--- config.mk ---
export PLATFORM = sky130hd
export DESIGN_NAME = fnd_bcd_scanner
export DESIGN_NICKNAME = d
export VERILOG_FILES = /design/src/rtl/fnd_bcd_scanner.sv
export SDC_FILE = /design/constraint.sdc
export NUM_CORES = 1
export LEC_CHECK = 0
export CELL_PAD_IN_SITES_DETAIL_PLACEMENT = 1
export CELL_PAD_IN_SITES_GLOBAL_PLACEMENT = 1
export CORE_UTILIZATION = 45
export CTS_CLUSTER_SIZE = 30
export DETAILED_ROUTE_END_ITERATION = 8
export DONT_BUFFER_PORTS = 1
export PLACE_DENSITY_LB_ADDON = 0.3
export SLEW_MARGIN = 40
export SYNTH_ARGS = -nofsm -noshare
export SYNTH_HDL_FRONTEND = slang
export SYNTH_SLANG_ARGS = --single-unit
--- constraint.sdc ---
create_clock -name clk -period 4.4 [get_ports clk]
set_input_delay 0.22 -clock clk [delete_from_list [all_inputs] [get_ports clk]]
set_output_delay 0.22 -clock clk [all_outputs]
set_load 0.005 [all_outputs]
--- src/rtl/fnd_bcd_scanner.sv ---
// Display stage: 14-bit value -> 4-digit BCD via serial double-dabble,
// then multiplexed onto a 4-digit common-anode FND with zero blanking.
module fnd_bcd_scanner #(
  parameter int CLK_FREQ_HZ = 100_000_000,
  parameter int SCAN_HZ     = 1000
) (
  input  logic        clk,
  input  logic        reset,
  input  logic [13:0] i_value,
  input  logic        i_valid,
  output logic        o_busy,
  output logic [15:0] o_bcd,
  output logic [3:0]  fnd_com,
  output logic [7:0]  fnd_data
);

  localparam int DIV = CLK_FREQ_HZ / SCAN_HZ;
  localparam int DW  = (DIV > 2) ? $clog2(DIV) : 1;

  typedef enum logic [1:0] {
    IDLE,
    CONVERT,
    DONE
  } state_t;

  state_t      state, state_n;
  logic [13:0] bin, bin_n;
  logic [15:0] bcd, bcd_n;
  logic [15:0] bcd_out_n;
  logic [3:0]  cnt, cnt_n;
  logic        pend, pend_n;
  logic [13:0] pval, pval_n;
  logic [29:0] shifted;

  function automatic logic [13:0] sat(input logic [13:0] v);
    return (v > 14'd9999) ? 14'd9999 : v;
  endfunction

  function automatic logic [3:0] adj(input logic [3:0] n);
    return (n >= 4'd5) ? n + 4'd3 : n;
  endfunction

  always_ff @(posedge clk or posedge reset) begin
    if (reset) begin
      state <= IDLE;
      bin   <= '0;
      bcd   <= '0;
      cnt   <= '0;
      pend  <= 1'b0;
      pval  <= '0;
      o_bcd <= '0;
    end else begin
      state <= state_n;
      bin   <= bin_n;
      bcd   <= bcd_n;
      cnt   <= cnt_n;
      pend  <= pend_n;
      pval  <= pval_n;
      o_bcd <= bcd_out_n;
    end
  end

  assign shifted = {adj(bcd[15:12]), adj(bcd[11:8]),
                    adj(bcd[7:4]), adj(bcd[3:0]), bin} << 1;

  always_comb begin
    state_n   = state;
    bin_n     = bin;
    bcd_n     = bcd;
    cnt_n     = cnt;
    pend_n    = pend;
    pval_n    = pval;
    bcd_out_n = o_bcd;
    unique case (state)
      IDLE: begin
        if (i_valid) begin
          bin_n   = sat(i_value);
          bcd_n   = '0;
          cnt_n   = '0;
          state_n = CONVERT;
        end
      end
      CONVERT: begin
        {bcd_n, bin_n} = shifted;
        cnt_n = cnt + 4'd1;
        if (cnt == 4'd13) state_n = DONE;
        if (i_valid) begin
          pend_n = 1'b1;
          pval_n = sat(i_value);
        end
      end
      DONE: begin
        bcd_out_n = bcd;
        // A strobe landing in DONE wins over an older pending value
        if (i_valid || pend) begin
          bin_n   = i_valid ? sat(i_value) : pval;
          bcd_n   = '0;
          cnt_n   = '0;
          pend_n  = 1'b0;
          state_n = CONVERT;
        end else begin
          state_n = IDLE;
        end
      end
      default: state_n = IDLE;
    endcase
  end

  assign o_busy = (state != IDLE);

  logic [DW-1:0] div;
  logic [1:0]    idx;
  logic [3:0]    blank;
  logic [3:0]    digit;
  logic [7:0]    seg;

  always_ff @(posedge clk or posedge reset) begin
    if (reset) begin
      div <= '0;
      idx <= '0;
    end else if (div == DW'(DIV - 1)) begin
      div <= '0;
      idx <= idx + 2'd1;
    end else begin
      div <= div + DW'(1);
    end
  end

  assign blank[3] = (o_bcd[15:12] == 4'd0);
  assign blank[2] = blank[3] && (o_bcd[11:8] == 4'd0);
  assign blank[1] = blank[2] && (o_bcd[7:4] == 4'd0);
  assign blank[0] = 1'b0;
  assign digit    = o_bcd[{idx, 2'b00} +: 4];

  always_comb begin
    seg = 8'hFF;
    if (!blank[idx]) begin
      unique case (digit)
        4'd0: seg = 8'hC0;
        4'd1: seg = 8'hF9;
        4'd2: seg = 8'hA4;
        4'd3: seg = 8'hB0;
        4'd4: seg = 8'h99;
        4'd5: seg = 8'h92;
        4'd6: seg = 8'h82;
        4'd7: seg = 8'hF8;
        4'd8: seg = 8'h80;
        4'd9: seg = 8'h90;
        default: seg = 8'hFF;
      endcase
    end
  end

  always_ff @(posedge clk or posedge reset) begin
    if (reset) begin
      fnd_com  <= 4'b1110;
      fnd_data <= 8'hC0;
    end else begin
      fnd_com  <= ~(4'b0001 << idx);
      fnd_data <= seg;
    end
  end

endmodule

Word level (Yosys, flattened, before mapping)

Memory sizes are Yosys's and may differ from the RTL's.
Index checks and enable logic that the tools add are counted.

ROM bits: 112
Logic and storage cells: 75
RAM bits: 0
Latch bits: 0
Register bits after elaboration: 98
Output and inout port bits: 29
Memories kept: 1

Memory list:

| memory           | depth | bits a word | rd ports | clocked after Yosys merged registers in | write ports | RTL line | source |
|---|---|---|---|---|---|---|---|
| (name not given) | 16    | 7           | 1        | 0                                       | 0           | 138      | `unique case (digit)` |

Equal/unequal tests: 8
$mul: 0
Divide/modulo/power cells: 0
Bitwise logic cells: 1
Multiplexer cells: 26
Reductions and logical operators: 13
Shifts and indexed selects: 2
Magnitude comparators: 6
$add $sub $neg: 7

Operators by type and width:

| operator                | count |
|---|---|
| $mux W14                | 4 |
| $pmux W16 S3            | 1 |
| $pmux W14 S3            | 1 |
| $mux W16                | 2 |
| $mux W4                 | 5 |
| $add A17 B1 Y17 const B | 1 |
| $eq A17 B17 Y1 const B  | 1 |
| $mux W17                | 1 |
| $ge A4 B3 Y1 const B    | 4 |
| $shiftx A16 B5 Y4       | 1 |
| $gt A14 B14 Y1 const B  | 1 |
| $add A4 B2 Y4 const B   | 3 |
| $logic_not A4 Y1        | 3 |
| $pmux W4 S3             | 1 |
| $mux W8                 | 1 |
| $ne A2 B2 Y1 const B    | 4 |
| $pmux W2 S3             | 1 |
| $reduce_and A3 Y1       | 2 |
| $add A4 B1 Y4 const B   | 1 |
| $eq A4 B4 Y1 const B    | 1 |
| $mux W1                 | 4 |
| $mux W2                 | 2 |
| $not A4 Y4              | 1 |
| $reduce_bool A2 Y1      | 2 |
| 14 further kinds        | 15 |

Longest topological paths before layout

Word-level depth: 6
Depth in mapped cells: 9
Gate-level depth less buffers: 7

Worst setup path before layout

No wires, ideal clock.

Path type: register to register
From: register idx[0]
To: register fnd_data[3]
Cell stages (with the launch flop): 8
Slack: 2.587 ns
Setup time: 0.083 ns
Period minus slack after synthesis: 1.813 ns
Arrival: 1.730 ns
Path through: dfrtp_1 > buf_2 > mux4_2 > inv_1 > ha_1 > nor2_1 > a21oi_1 > o21ai_0

Cells in the longest elaborated chain, start to end: 3

RTL lines:

| element                                                 | RTL line | source |
|---|---|---|
| start: declaration                                      | 112      | `logic [1:0] idx;` |
| start signal: assignment                                | 123      | `idx <= idx + 2'd1;` |
| $shiftx A16 B5 Y4 / $bmux W1 S2 (equally long branches) | 133, 137 |  |
| $mem_v2 Z16 W7 / $mux W1 (equally long branches)        | -        |  |
| $mux W8 (*)                                             | 137      | `if (!blank[idx]) begin` |
| via seg[3]                                              | 115      | `logic [7:0] seg;` |
| end signal: assignment                                  | 160      | `fnd_data <= seg;` |
| end: declaration                                        | 14       | `output logic [7:0] fnd_data` |

Mark *: on every way through the listed nets, which the timed path passes. The rest lies on a longest branch. The select of a mux whose other input is x is not followed.
A chain may end at the register's enable or synchronous reset.

Final worst setup path

From: register state[0]
To: register cnt[3]

Cells in the longest elaborated chain, start to end: 3

RTL lines:

| element                                                             | RTL line | source |
|---|---|---|
| start: declaration                                                  | 26       | `state_t state, state_n;` |
| start signal: assignment                                            | 53       | `state <= state_n;` |
| $eq A2 B2 Y1, or another cell as far along                          | 74       | `unique case (state)` |
| $ne A2 B2 Y1 (no line) / $reduce_bool A3 Y1 (equally long branches) | -        |  |
| $reduce_and A3 Y1 (no line)                                         | -        |  |
| end signal: assignment                                              | 56       | `cnt <= cnt_n;` |
| end: declaration                                                    | 30       | `logic [3:0] cnt, cnt_n;` |

Several ways; a longest one is shown, not always the timed one.

==> results.yml <==
routing:
  drc: 0
  drt_iter0_drc: 130
  first_pass_iters: 4
  drt-total-wl_um: 11100
  num_vias: 3607
  wl_per_cell_um: 17.5
  antenna_left: 0
  viasPerCell: 5.69
place:
  placed_cell_area_mm2: 0.00501
  io_buffers: 0
  placed_cells: 613
  dp_slack_ns: 1.83
  dp_hpwl_um: 7630
  gp_congestion: 0.835
setup_path:
  path_max_fanout: 40
  regToRegSetupSlack_ns: 1.85
  required_ns: 4.66
  critical_path_class: "reg2reg"
  start_kind: "flip-flop"
  rr_startpoint: "state[0]$_DFFE_PP0P_"
  r2r_end: "cnt[3]$_DFFE_PP0P_"
  worstPathArrival_ns: 2.81
  ff2ff_path_depth: 7
  end_kind: "flip-flop"
  crit_path_end: "cnt[3]$_DFFE_PP0P_"
  worstSetupStartpoint: "state[0]$_DFFE_PP0P_"
power:
  total_power_mw: 2.42
  ir_drop_mv: 0.201
  power_density_mw_per_mm2: 457
  leakage_nw: 2.34
cells_and_area:
  syn2layout_area_growth_pct: 7.59
  finalInstanceArea_mm2: 0.00529
  fillers: 1192
  antenna_cells: 0
  utilization_pct: 50.5
  layout-drive-gt1-share_pct: 10.8
  fin_cells: 634
  nets: 535
floorplanning:
  rows: 37
  ios: 46
  die_h_um: 106
  initial_utilization_pct: 47.0
  die-width_um: 106
  dieArea_mm2: 0.0113
  coreArea_mm2: 0.0105
clock_tree:
  ctsHtreeMaxLevel: 3
  path_clk_slew_ns: 0.09
  clk_latency_ns: 0.37
  root_buffer: "clkbuf_8"
  cts_tree: "yes"
  cts_buffers: 9
  cts_resized: 0
  clock-sinks: 97
  clock_path_buffers: 2
timing:
  relSlewSlack_pct: 49.4
  hold_ws_ns: 0.0310
  tightest_slew_ns: 0.759
  min_period_ns: 2.55
  rsz0062_at_grt: "no"
  setup_slack_ns: 1.85
  fmax_mhz: 392
  setup_viol: 0
  period_share_pct: 57.9
  finalHoldViolCount: 0
  skew_ns: 0.00990
  slew_viol_final: 0
  setup_tns_ns: 0
worst_hold_path:
  hold_class: "in2reg"
logic_synthesis:
  yosysMostFrequentCell: "dfrtp_1"
  ys_warn_count: 0
  async_flop_share_pct: 100
  synth_area_per_cell_um2: 9.88
  synth-seq-area-share_pct: 49.5
  synth_area_leaders: "dfrtp_1 47%, o21ai_0 6.5%, ha_1 6.4%, mux2_2 5.5%, nand2_1 4.6%"
  synth-seq-cells: 97
  synth_nets: 539
  synth_ff_type: "dfrtp_1"
  syn_area_mm2: 0.00491
  syn-instance-count: 497
  yosys.area.top_type: "dfrtp_1"
  synthTopCellsByCount: "93 x dfrtp_1, 64 x o21ai_0, 60 x nand2_1, 36 x nor2_1, 31 x a21oi_1"
  synth_top_area_share_pct: 47.4
  ys_types: 43
  synth_enable_flop_cells: 0
grt:
  antenna_found_initial: 0
  grt_pass1_vias: 3720
  track_usage_pct: 20.9
  grt_overflow: 0
  grt_pass1_wl_um: 18800
  grt_max_degree: 56
status:
  outcome: "complete, no violations"
run:
  cap_violations: 0
cell type report:
class / count / area, um2 / share of cell area, %
clock buffer: 10 / 138 / 2.60
clock inverter: 6 / 91.3 / 1.73
inverter: 22 / 85.1 / 1.61
multi-input combinational: 355 / 2300 / 43.4
sequential: 97 / 2430 / 46.0
tap: 136 / 170 / 3.22
timing repair buffer: 8 / 72.6 / 1.37
cell families (layout without fill, tap and decap cells):
logic type | count (synthesis) | in the layout | synth area share (%)
AOI/OAI and AO/OA | 121 | 121 | 14.0
adders and majority gates | 25 | 25 | 6.37
other | 1 | 1 | 0.0763
buffers and inverters | 45 | 46 | 3.74
muxes | 31 | 31 | 7.69
DFF | 97 | 97 | 49.5
and+or+nand+nor | 157 | 157 | 15.0
xor gates and xnor gates | 20 | 20 | 3.57
registers in the layout, summed over array words and instances (netlist names), 2 cells and up:
register  count
cnt           4
idx           2
div          17
fnd_data      7
bin          14
bcd          16
fnd_com       4
pval         14
o_bcd        16
state         2
worst min path at each step:
stage                    start                  end  slack (ns)  cells after the start
floorplan           i_value[4]   bin[4]$_DFFE_PP0P_        0.36                      2
global placement         reset  pval[0]$_DFFE_PP0P_        0.18                      1
detailed placement       reset   bin[0]$_DFFE_PP0P_        0.19                      1
CTS                 i_value[5]  pval[5]$_DFFE_PP0P_        0.02                      2
global route        i_value[5]  pval[5]$_DFFE_PP0P_        0.04                      2
finish              i_value[5]  pval[5]$_DFFE_PP0P_        0.03                      2
routing by layer:
metal | routed length [um] | global-route usage (%) | up-vias
met4 | 131 | 6.26 | 0
met1 | 4910 | 27.2 | 1823
met2 | 5610 | 35.0 | 61
met3 | 429 | 4.48 | 11
met5 | 0 | 0 | -
li1 | - | - | 1712
worst max-delay path: stages, from the launching register on:
cell      delay [ns]
dfrtp_1         0.44
inv_1           0.10
ha_1            0.50
nand2b_1        0.11
a21oi_1         0.25
or2_2           0.63
o21ai_0         0.22
a22o_1          0.21
cell usage in the layout, fill, tap and decap left out, types with 2 or more instances in the layout:
| master | Yosys | final |
|---|---|---|
| dfrtp_1 | 93 | 93 |
| o21ai_0 | 64 | 64 |
| nand2_1 | 60 | 60 |
| nor2_1 | 36 | 36 |
| a21oi_1 | 31 | 31 |
| ha_1 | 25 | 25 |
| mux2_2 | 24 | 24 |
| nand3_1 | 22 | 22 |
| inv_1 | 22 | 21 |
| xnor2_1 | 11 | 11 |
| clkbuf_8 | 0 | 10 |
| xor2_1 | 9 | 9 |
| a22o_1 | 7 | 7 |
| nand2b_1 | 5 | 5 |
| nor3b_1 | 5 | 5 |
| o22ai_1 | 5 | 5 |
| a221oi_1 | 5 | 5 |
| dlygate4sd3_1 | 0 | 5 |
| nand4_1 | 4 | 4 |
| and2_1 | 4 | 4 |
| mux2i_1 | 4 | 4 |
| dfstp_2 | 4 | 4 |
| nor4_1 | 3 | 3 |
| nor2b_1 | 3 | 3 |
| a221o_1 | 3 | 3 |
| mux4_2 | 3 | 3 |
| nor3_1 | 3 | 3 |
| and4_1 | 3 | 3 |
| clkinv_4 | 0 | 3 |
| buf_4 | 1 | 3 |
| or2_2 | 2 | 2 |
| a21o_1 | 2 | 2 |
| o21a_1 | 2 | 2 |
| nand3b_1 | 2 | 2 |
| bufinv_16 | 0 | 2 |
power by group:
part	total, mW	switching [mW]	internal [mW]	leakage, nW
Sequential	1.19	0.127	1.06	1.27
Combinational	0.565	0.353	0.212	0.960
Clock	0.664	0.326	0.338	0.116
timing repair:
item,4_1_cts,5_1_grt
setup buffers,0,0
setup endpoints to repair,0,0
endpoints found under the hold margin,47,0
hold buffers,5,0
Power figures use the tool's default switching activity.
